File: config.mk
export PLATFORM = sky130hd
export DESIGN_NAME = spi_flash_reader_flat
export DESIGN_NICKNAME = d
export VERILOG_FILES = /design/src/rtl/flash_pkg.sv /design/src/rtl/spi_flash_reader_if.sv /design/src/rtl/spi_bit_clk.sv /design/src/rtl/spi_flash_reader.sv /design/src/flat_wrapper.sv
export SDC_FILE = /design/constraint.sdc
export NUM_CORES = 1
export LEC_CHECK = 0
export CAP_MARGIN = 20
export CORE_ASPECT_RATIO = 1.1
export CORE_MARGIN = 3
export CORE_UTILIZATION = 25
export CTS_CLUSTER_SIZE = 24
export DETAILED_ROUTE_END_ITERATION = 8
export PLACE_DENSITY = 0.42
export RECOVER_POWER = 50
export SKIP_CTS_REPAIR_TIMING = 1
export SLEW_MARGIN = 20
export SYNTH_ARGS = -nofsm -noshare
export SYNTH_HDL_FRONTEND = slang
export SYNTH_HIERARCHICAL = 1
export SYNTH_SLANG_ARGS = --single-unit
File: constraint.sdc
create_clock -name clk -period 8.3 [get_ports clk]
set_input_delay 0.83 -clock clk [delete_from_list [all_inputs] [get_ports clk]]
set_output_delay 0.83 -clock clk [all_outputs]
set_load 0.05 [all_outputs]
File: src/rtl/flash_pkg.sv
// flash_pkg: opcodes, FSM state type and SPI phase lengths shared by the
// spi_flash_reader slice.
package flash_pkg;

   localparam logic [7:0] FLASH_OP_READ      = 8'h03;
   localparam logic [7:0] FLASH_OP_FAST_READ = 8'h0B;

   localparam int CMD_BITS   = 8;
   localparam int ADDR_BITS  = 24;
   localparam int DUMMY_BITS = 8;

   typedef enum logic [2:0] {
      ST_IDLE,
      ST_CMD,
      ST_ADDR,
      ST_DUMMY,
      ST_DATA,
      ST_HOLD
   } flash_state_t;

   function automatic logic [7:0] read_opcode(input logic fast);
      return fast ? FLASH_OP_FAST_READ : FLASH_OP_READ;
   endfunction

endpackage

File: src/rtl/spi_flash_reader_if.sv
// spi_flash_reader_if: loader request/stream signals plus the flash bridge pins.
// The slave modport is the reader; the master modport is the loader/bridge side.
interface spi_flash_reader_if;
   import flash_pkg::*;

   logic         req;
   logic [23:0]  addr;
   logic [15:0]  len;
   logic         busy;
   logic         done;
   // Byte stream: a byte moves on every cycle with rd_valid && rd_ready. Once
   // raised, rd_valid and rd_data stay put until that handshake happens.
   logic [7:0]   rd_data;
   logic         rd_valid;
   logic         rd_ready;
   logic         dclk;
   logic         sce;
   logic         sdo;
   logic         data0;
   flash_state_t state;

   modport slave (
      input  req, addr, len, rd_ready, data0,
      output busy, done, rd_data, rd_valid, dclk, sce, sdo, state
   );

   modport master (
      output req, addr, len, rd_ready, data0,
      input  busy, done, rd_data, rd_valid, dclk, sce, sdo, state
   );

endinterface

File: src/rtl/spi_bit_clk.sv
// spi_bit_clk: SCK generator toggling every CLK_DIV cycles while enabled.
// rise/fall strobe in the cycle before sck changes; stall freezes the clock.
module spi_bit_clk #(
   parameter int CLK_DIV = 2
) (
   input  logic clk,
   input  logic reset,
   input  logic en,
   input  logic stall,
   output logic sck,
   output logic rise,
   output logic fall
);

   localparam int CW = (CLK_DIV > 1) ? $clog2(CLK_DIV) : 1;
   localparam logic [CW-1:0] LAST = CW'(CLK_DIV - 1);

   logic [CW-1:0] cnt;
   logic          tick;

   assign tick = en && !stall && (cnt == LAST);
   assign rise = tick && !sck;
   assign fall = tick && sck;

   always_ff @(posedge clk) begin
      if (reset || !en) begin
         cnt <= '0;
         sck <= 1'b0;
      end else if (!stall) begin
         if (cnt == LAST) begin
            cnt <= '0;
            sck <= ~sck;
         end else begin
            cnt <= cnt + CW'(1);
         end
      end
   end

endmodule

File: src/rtl/spi_flash_reader.sv
// spi_flash_reader: SPI mode-0 flash read initiator streaming bytes out over rd_valid/rd_ready.
// Define FLASH_FAST_READ_EN for opcode 0x0B with an 8-clock dummy phase.
module spi_flash_reader
   import flash_pkg::*;
#(
   parameter int CLK_DIV = 2
) (
   input logic               clk,
   input logic               reset,
   spi_flash_reader_if.slave bus
);

`ifdef FLASH_FAST_READ_EN
   localparam logic [7:0] OPCODE = read_opcode(1'b1);
`else
   localparam logic [7:0] OPCODE = read_opcode(1'b0);
`endif
   localparam int HW = $clog2(2 * CLK_DIV);

   flash_state_t  state;
   logic [30:0]   tx_q;
   logic [7:0]    rx_q;
   logic [4:0]    bit_cnt;
   logic [15:0]   rem;
   logic [HW-1:0] hold_cnt;
   logic          sce_q, sdo_q, busy_q, done_q, rd_valid_q;
   logic [7:0]    rd_data_q;
   logic          sck_en, stall, sck, rise, fall;

   assign sck_en = state inside {ST_CMD, ST_ADDR, ST_DUMMY, ST_DATA};
   // Park SCK low before the rise that would finish a byte nobody has taken yet.
   assign stall  = (state == ST_DATA) && (bit_cnt == 5'd7) && !sck &&
                   rd_valid_q && !bus.rd_ready;

   spi_bit_clk #(.CLK_DIV(CLK_DIV)) u_bit_clk (
      .clk   (clk),
      .reset (reset),
      .en    (sck_en),
      .stall (stall),
      .sck   (sck),
      .rise  (rise),
      .fall  (fall)
   );

   always_ff @(posedge clk) begin
      if (reset) begin
         state      <= ST_IDLE;
         tx_q       <= '0;
         rx_q       <= '0;
         bit_cnt    <= '0;
         rem        <= '0;
         hold_cnt   <= '0;
         sce_q      <= 1'b1;
         sdo_q      <= 1'b0;
         busy_q     <= 1'b0;
         done_q     <= 1'b0;
         rd_valid_q <= 1'b0;
         rd_data_q  <= '0;
      end else begin
         done_q <= 1'b0;
         if (rd_valid_q && bus.rd_ready) rd_valid_q <= 1'b0;
         case (state)
            ST_IDLE: begin
               if (bus.req) begin
                  if (bus.len == 16'd0) begin
                     done_q <= 1'b1;
                  end else begin
                     state   <= ST_CMD;
                     busy_q  <= 1'b1;
                     sce_q   <= 1'b0;
                     sdo_q   <= OPCODE[7];
                     tx_q    <= {OPCODE[6:0], bus.addr};
                     rem     <= bus.len;
                     bit_cnt <= '0;
                  end
               end
            end
            ST_CMD: begin
               if (fall) begin
                  sdo_q <= tx_q[30];
                  tx_q  <= {tx_q[29:0], 1'b0};
                  if (bit_cnt == 5'(CMD_BITS - 1)) begin
                     state   <= ST_ADDR;
                     bit_cnt <= '0;
                  end else begin
                     bit_cnt <= bit_cnt + 5'd1;
                  end
               end
            end
            ST_ADDR: begin
               if (fall) begin
                  if (bit_cnt == 5'(ADDR_BITS - 1)) begin
                     sdo_q   <= 1'b0;
                     bit_cnt <= '0;
`ifdef FLASH_FAST_READ_EN
                     state   <= ST_DUMMY;
`else
                     state   <= ST_DATA;
`endif
                  end else begin
                     sdo_q   <= tx_q[30];
                     tx_q    <= {tx_q[29:0], 1'b0};
                     bit_cnt <= bit_cnt + 5'd1;
                  end
               end
            end
`ifdef FLASH_FAST_READ_EN
            ST_DUMMY: begin
               if (fall) begin
                  if (bit_cnt == 5'(DUMMY_BITS - 1)) begin
                     state   <= ST_DATA;
                     bit_cnt <= '0;
                  end else begin
                     bit_cnt <= bit_cnt + 5'd1;
                  end
               end
            end
`endif
            ST_DATA: begin
               if (rise) begin
                  rx_q    <= {rx_q[6:0], bus.data0};
                  bit_cnt <= bit_cnt + 5'd1;
               end else if (fall && bit_cnt == 5'd8) begin
                  // Byte is handed over on the fall so SCK is already low for HOLD.
                  rd_data_q  <= rx_q;
                  rd_valid_q <= 1'b1;
                  rem        <= rem - 16'd1;
                  bit_cnt    <= '0;
                  if (rem == 16'd1) begin
                     state    <= ST_HOLD;
                     sce_q    <= 1'b1;
                     hold_cnt <= '0;
                  end
               end
            end
            ST_HOLD: begin
               hold_cnt <= hold_cnt + HW'(1);
               if (hold_cnt == HW'(2 * CLK_DIV - 2)) done_q <= 1'b1;
               if (hold_cnt == HW'(2 * CLK_DIV - 1)) begin
                  state  <= ST_IDLE;
                  busy_q <= 1'b0;
               end
            end
            default: state <= ST_IDLE;
         endcase
      end
   end

   assign bus.busy     = busy_q;
   assign bus.done     = done_q;
   assign bus.rd_data  = rd_data_q;
   assign bus.rd_valid = rd_valid_q;
   assign bus.dclk     = sck;
   assign bus.sce      = sce_q;
   assign bus.sdo      = sdo_q;
   assign bus.state    = state;

endmodule

File: src/flat_wrapper.sv
// flat-port wrapper written by rule: the top's interface ports become plain ports
module spi_flash_reader_flat import flash_pkg::*;
#(
   parameter int CLK_DIV = 2
)
  (clk, reset, bus_req, bus_addr, bus_len, bus_rd_ready, bus_data0, bus_busy, bus_done, bus_rd_data, bus_rd_valid, bus_dclk, bus_sce, bus_sdo, bus_state);
  spi_flash_reader_if bus_i ();
  input logic clk;
  input logic reset;
  input wire logic [$bits(bus_i.req)-1:0] bus_req;
  input wire logic [$bits(bus_i.addr)-1:0] bus_addr;
  input wire logic [$bits(bus_i.len)-1:0] bus_len;
  input wire logic [$bits(bus_i.rd_ready)-1:0] bus_rd_ready;
  input wire logic [$bits(bus_i.data0)-1:0] bus_data0;
  output wire logic [$bits(bus_i.busy)-1:0] bus_busy;
  output wire logic [$bits(bus_i.done)-1:0] bus_done;
  output wire logic [$bits(bus_i.rd_data)-1:0] bus_rd_data;
  output wire logic [$bits(bus_i.rd_valid)-1:0] bus_rd_valid;
  output wire logic [$bits(bus_i.dclk)-1:0] bus_dclk;
  output wire logic [$bits(bus_i.sce)-1:0] bus_sce;
  output wire logic [$bits(bus_i.sdo)-1:0] bus_sdo;
  output wire logic [$bits(bus_i.state)-1:0] bus_state;
  assign bus_i.req = bus_req;
  assign bus_i.addr = bus_addr;
  assign bus_i.len = bus_len;
  assign bus_i.rd_ready = bus_rd_ready;
  assign bus_i.data0 = bus_data0;
  assign bus_busy = bus_i.busy;
  assign bus_done = bus_i.done;
  assign bus_rd_data = bus_i.rd_data;
  assign bus_rd_valid = bus_i.rd_valid;
  assign bus_dclk = bus_i.dclk;
  assign bus_sce = bus_i.sce;
  assign bus_sdo = bus_i.sdo;
  assign bus_state = bus_i.state;
  spi_flash_reader #(.CLK_DIV(CLK_DIV)) u_core (.clk(clk), .reset(reset), .bus(bus_i));
endmodule
# Word-level counts from Yosys, hierarchy flattened
# Cells that the tools add are included.
# totals
input_bits	45
rom_bits	0
latchBits	0
reg_bits	80
output_inout_bits	17
ramBits	0
n_memories	0
word_cells	136
# classes
shift	0
n_bitwise	3
n_eq_ne	23
add_sub_neg	4
div	0
mux	58
n_reduce_logical	34
mul	0
magnitude_cmp	0
# ops
op	count
two-way mux 31 bit	5
one-hot mux 31 bit (3 select lines)	1
two-way mux 16 bit	4
two-way mux 5 bit	8
one-hot mux 16 bit (2 select lines)	1
two-way mux 3 bit	10
one-hot mux 5 bit (4 select lines)	1
two-way mux 1 bit	19
AND reduction 6 bit	3
equality test 16 x 1 -> 1 bit, second input constant	1
logical NOT 16 bit	1
inequality test 2 bit, second input constant	8
subtractor 16 x 1 -> 16 bit, second input constant	1
one-hot mux 3 bit (5 select lines)	1
logical AND 1 bit	10
AND reduction 10 bit	1
AND reduction 5 bit	2
AND reduction 4 bit	2
nonzero test 4 bit	2
equality test 3 x 2 -> 1 bit, second input constant	2
equality test 3 bit, second input constant	2
two-way mux 2 bit	3
inequality test 2 x 1 -> 1 bit, second input constant	3
one-hot mux 1 bit (2 select lines)	3
19 further kinds	28

# Depth between registers and ports, before layout
# logic_depth
word_depth	13
depth_mapped	15

# Modules after synthesis
# Netlist, hierarchy kept.
# modules_own_cells
module	area_each_um2	instances	cells_each	seq_area_each_um2
spi_flash_reader	4091.4	1	486	1561.5
spi_bit_clk	101.3	1	11	40.0

# Worst setup path before layout
# Ideal clock, no wire load.
# synth_path
path_kind	reg-to-reg
start	register u_core.state[2], in the netlist u_core/bus.state[2]
end	register u_core.rem[11]
arrival_time_ns	3.771
path_slack_ns	4.442
path_stages_with_launch	14
path_cell_list	dfxtp_1 -> buf_2 -> nor3b_2 -> clkbuf_1 -> nand2_1 -> nor4b_1 -> nor2b_4 -> and3_2 -> nor2b_1 -> a221o_1 -> o22ai_1 -> buf_2 -> o211ai_1 -> o31ai_1
# synth_via
elab_chain_cells	12
word_cells_on_any_way	23
cone_classes	8 x eq/ne; 1 x mux; 14 x reduce/logical
# synth_rtl
item	line	text
start: declaration	spi_flash_reader.sv:20	flash_state_t state;
start signal: assignment	spi_flash_reader.sv:47	state <= ST_IDLE;
start signal: assignment	spi_flash_reader.sv:68	state <= ST_CMD;
start signal: assignment	spi_flash_reader.sv:83	state <= ST_ADDR;
equality test 3 bit	spi_flash_reader.sv:32	assign stall = (state == ST_DATA) && (bit_cnt == 5'd7) && !sck &&
logical AND 1 bit (3 in series)	spi_flash_reader.sv:32	
logical AND 1 bit	spi_flash_reader.sv:33	rd_valid_q && !bus.rd_ready;
via u_core.stall	spi_flash_reader.sv:28	logic sck_en, stall, sck, rise, fall;
logical NOT 1 bit	spi_bit_clk.sv:21	assign tick = en && !stall && (cnt == LAST);
logical AND 1 bit (2 in series)	spi_bit_clk.sv:21	
logical AND 1 bit	spi_bit_clk.sv:23	assign fall = tick && sck;
via u_core.fall	spi_flash_reader.sv:28	
logical AND 1 bit	spi_flash_reader.sv:123	end else if (fall && bit_cnt == 5'd8) begin
inequality test 2 bit (no source line)	-	
AND reduction 5 bit (no source line)	-	
end signal: assignment	spi_flash_reader.sv:73	rem <= bus.len;
end signal: assignment	spi_flash_reader.sv:127	rem <= rem - 16'd1;
end: declaration	spi_flash_reader.sv:24	logic [15:0] rem;
# The timed path passes the listed nets, and every way through them passes these cells.
# A chain may end at the register's enable or synchronous reset.

# Final worst setup path
# layout_path
start	register u_core.state[2], in the netlist u_core/bus.state[2]
end	register u_core.rem[0]
# The elaborated chain is that of the path after synthesis.

==> summary.md <==
| Metric | Value |
|---|---|
| GR Layer Usage met1 | `0.1858` |
| Clock network power share | `0.194` |
| GRT busiest layer | `met2` |
| Status | `finished clean` |
| Proportion of layout cells with a drive suffix above 1 | `0.07421` |
| WHS | `0.4595 ns` |
| Cell count after synthesis | `497` |
| Largest net degree at the start of global routing | `81` |
| Peak supply drop | `0.0001998 V` |
| Worst setup slack after layout | `3.920 ns` |
| Synth async-reset ratio | `0` |
| Worst min path class | `register to register` |
| Critical-path maximum fanout | `19` |
| Initial core utilization | `0.2561` |
| Drt via density | `5.345` |
| Slew @ Worst Pin | `0.9829 ns` |
| Final Hold Vio Count | `0` |
| Post-DP HPWL | `8301 µm` |
| Psw | `905.8 µW` |
| Starting DRT DRC Count | `198` |
| Core footprint | `16,370 µm²` |
| Flop pwr share | `0.307` |
| Syn nets | `548` |
| Synth Area per Inst | `8.436 µm²` |
| Gpl congestion | `0.7978` |
| Worst Path Required | `8.54 ns` |
| Met2 global-route usage | `0.2203` |
| Fillers | `1,731` |
| Period utilization | `0.5277` |
| Crit Path Class | `register to register` |
| Routed wire length | `12,780 µm` |
| Antenna cells | `0` |
| Detail Route Antenna Nets | `0` |
| CP arrival | `4.62 ns` |
| Crit. Startpoint | `u_core/bus.state[2]$_SDFFE_PP0P_` |
| RSZ-0062 raised after global routing | `false` |
| DRT Pass-1 Iters | `4` |
| Drc violations | `0` |
| Seq/Total Area, Yosys | `0.3820` |
| CTS max path bufs | `2` |
| Sw frac | `0.4592` |
| Die H | `141.8 µm` |
| Cell internal pwr | `1067 µW` |
| Register-to-Register Setup Slack | `3.92 ns` |
| Pwr/cell area | `378.3 nW/µm²` |
| Clk_lat worst skew | `0.34 ns` |
| Commonest non-fill, non-tap cell in the layout | `dfxtp_1` |
| Ys Warns | `6` |
| Reg2reg start | `u_core/bus.state[2]$_SDFFE_PP0P_` |
| Primary FF master, synth | `dfxtp_1` |
| Die Footprint | `18,360 µm²` |
| Max H-tree Level | `3` |
| Std cell rows | `49` |
| F_max | `0.2283 GHz` |
| Routed via count | `3,971` |
| Gr ovfl total | `0` |
| Initial antenna violation count | `0` |
| Final net count | `586` |
| Setup WS pre-CTS | `4.351 ns` |
| Comb pwr share | `0.499` |
| Max Slew Vio Count | `0` |
| Final setup fails | `0` |
| Startpoint Class | `register` |
| I/O pin total | `62` |
| Root Driver | `clkbuf_16` |
| DR WL/cell | `17.19 µm` |
| Port-buffer cells | `61` |
| Relative slew slack | `0.3422` |
| Yosys cell types | `68` |
| Cell leakage power | `0.001796 µW` |
| Clk slew on worst S/H paths | `0.06 ns` |
| Total track usage | `0.1393` |
| Setup Skew | `0.008678 ns` |
| Post-route minimum period | `4.380 ns` |
| CP Capture Type | `register` |
| Area grow syn2layout | `24.35%` |
| Most frequent cells in the layout | `dfxtp_1, a21oi_1, clkdlybuf4s50_1` |
| #FFs+latches synth | `80` |
| Number of global-route vias before repair | `3,898` |
| Max Cap Viol | `0` |
| Final TNS setup | `0 ns` |
| First-pass GRT wire length | `20,430 µm` |
| Post-synth EDFFs | `0` |
| GRT met3 Usage | `0.02523` |
| Clk sinks | `80` |
| Hold Crit Start | `u_core/rx_q[7]$_SDFFE_PP0P_` |
| TritonCTS clock tree | `done` |
| Die Span X | `129.5 µm` |
| CTS buffer count | `9` |
| Mapped Area | `4193 µm²` |
==> registers in the layout, indices dropped and copies added, names as in the netlist <==
name	cells
u_core/tx_q	31
u_core/rem	16
u_core/bus.rd_data	8
u_core/rx_q	8
u_core/bit_cnt	5
u_core/bus.state	3
u_core/hold_cnt	2
u_core/bus.busy	1
u_core/bus.done	1
u_core/bus.rd_valid	1
u_core/bus.sce	1
u_core/bus.sdo	1
u_core/u_bit_clk/cnt	1
u_core/u_bit_clk/sck	1
==> final cells by class <==
cell class | instances | area, µm² | area share
clock buffer | 10 | 239.0 | 0.04584
clock inverter | 5 | 41.29 | 0.007919
inverter | 12 | 45.04 | 0.008639
multi-input combinational | 362 | 2366 | 0.4538
sequential | 80 | 1602 | 0.3072
tap | 204 | 255.2 | 0.04896
timing repair buffer | 70 | 665.6 | 0.1277
==> logic make-up (layout without fill, tap and decap cells) <==
| kind of cell | after synthesis | in the layout | synth area share |
|---|---|---|---|
| adders and majority gates | 6 | 6 | 0.01790 |
| xor gates and xnor gates | 3 | 3 | 0.006268 |
| AOI/OAI and AO/OA | 166 | 166 | 0.2593 |
| buffers and inverters | 55 | 97 | 0.05521 |
| DFF | 80 | 80 | 0.3820 |
| and+or+nand+nor | 156 | 156 | 0.2053 |
| muxes | 31 | 31 | 0.07401 |
==> power by group through the flow <==
stage | logic (µW) | registers (µW) | clock network, µW
detailed placement | 988 | 611 | 0
global placement | 979 | 609 | 0
floorplan | 748 | 596 | 0
finish | 984 | 605 | 383
CTS | 992 | 603 | 399
global route | 1090 | 622 | 415
==> worst paths after layout <==
path / depth (start not counted) / end
setup / recovery: 11 / u_core/rem[0]$_SDFFE_PP0P_
hold / removal: 2 / u_core/rx_q[7]$_SDFFE_PP0P_
setup reg to reg: 11 / u_core/rem[0]$_SDFFE_PP0P_
hold reg to reg: 2 / u_core/rx_q[7]$_SDFFE_PP0P_
==> metal layers <==
| layer | up-vias | part of all wire |
|---|---|---|
| li1 | 1937 | - |
| met3 | 15 | 0.035 |
| met1 | 1945 | 0.48 |
| met2 | 74 | 0.47 |
| met4 | 0 | 0.020 |
| met5 | - | 0 |
==> worst max-delay path, cell delays in order, from the launching register on <==
cell and delay, ns:
dfxtp_1 0.63, nor3b_1 0.24, clkbuf_1 0.63, nand2_1 0.16, nor4b_1 0.55, nor2b_4 0.10
and3_2 0.24, nor2b_1 0.15, a221o_1 0.38, o22ai_2 0.66, nor2_1 0.21, a221oi_1 0.30
==> through the flow <==
| stage | util | cell area [µm²] | std cells | total power, µW |
|---|---|---|---|---|
| finish | 0.3185 | 5214 | 743 | 1972 |
| global route | 0.3185 | 5214 | 743 | 2123 |
| CTS | 0.3200 | 5239 | 743 | 1995 |
| detailed placement | 0.3029 | 4959 | 728 | 1600 |
| global placement | 0.3029 | 4959 | 728 | 1588 |
| floorplan | - | 4193 | 497 | 1344 |
==> synthesized netlist by cell type (all sizes together), types with 3 or more instances <==
cell / count / share of area
clkbuf: 27 / 0.024
o21ai: 19 / 0.023
nor4: 13 / 0.024
mux2i: 31 / 0.074
a21oi: 68 / 0.081
and3: 3 / 0.0048
inv: 12 / 0.011
a22oi: 4 / 0.0072
or3b: 3 / 0.0063
nand2b: 5 / 0.0075
nor2b: 4 / 0.0078
a211oi: 23 / 0.041
nand4: 9 / 0.013
dfxtp: 80 / 0.38
nor2: 28 / 0.025
a311oi: 3 / 0.0063
o211ai: 9 / 0.017
buf: 16 / 0.020
o31ai: 13 / 0.027
ha: 6 / 0.018
nand4b: 4 / 0.0084
nor3b: 4 / 0.0084
or4: 4 / 0.0081
o311ai: 4 / 0.0084
nor3: 16 / 0.021
nand3: 14 / 0.017
nand2: 39 / 0.035
No activity file was read; power rests on OpenSTA's default activity.
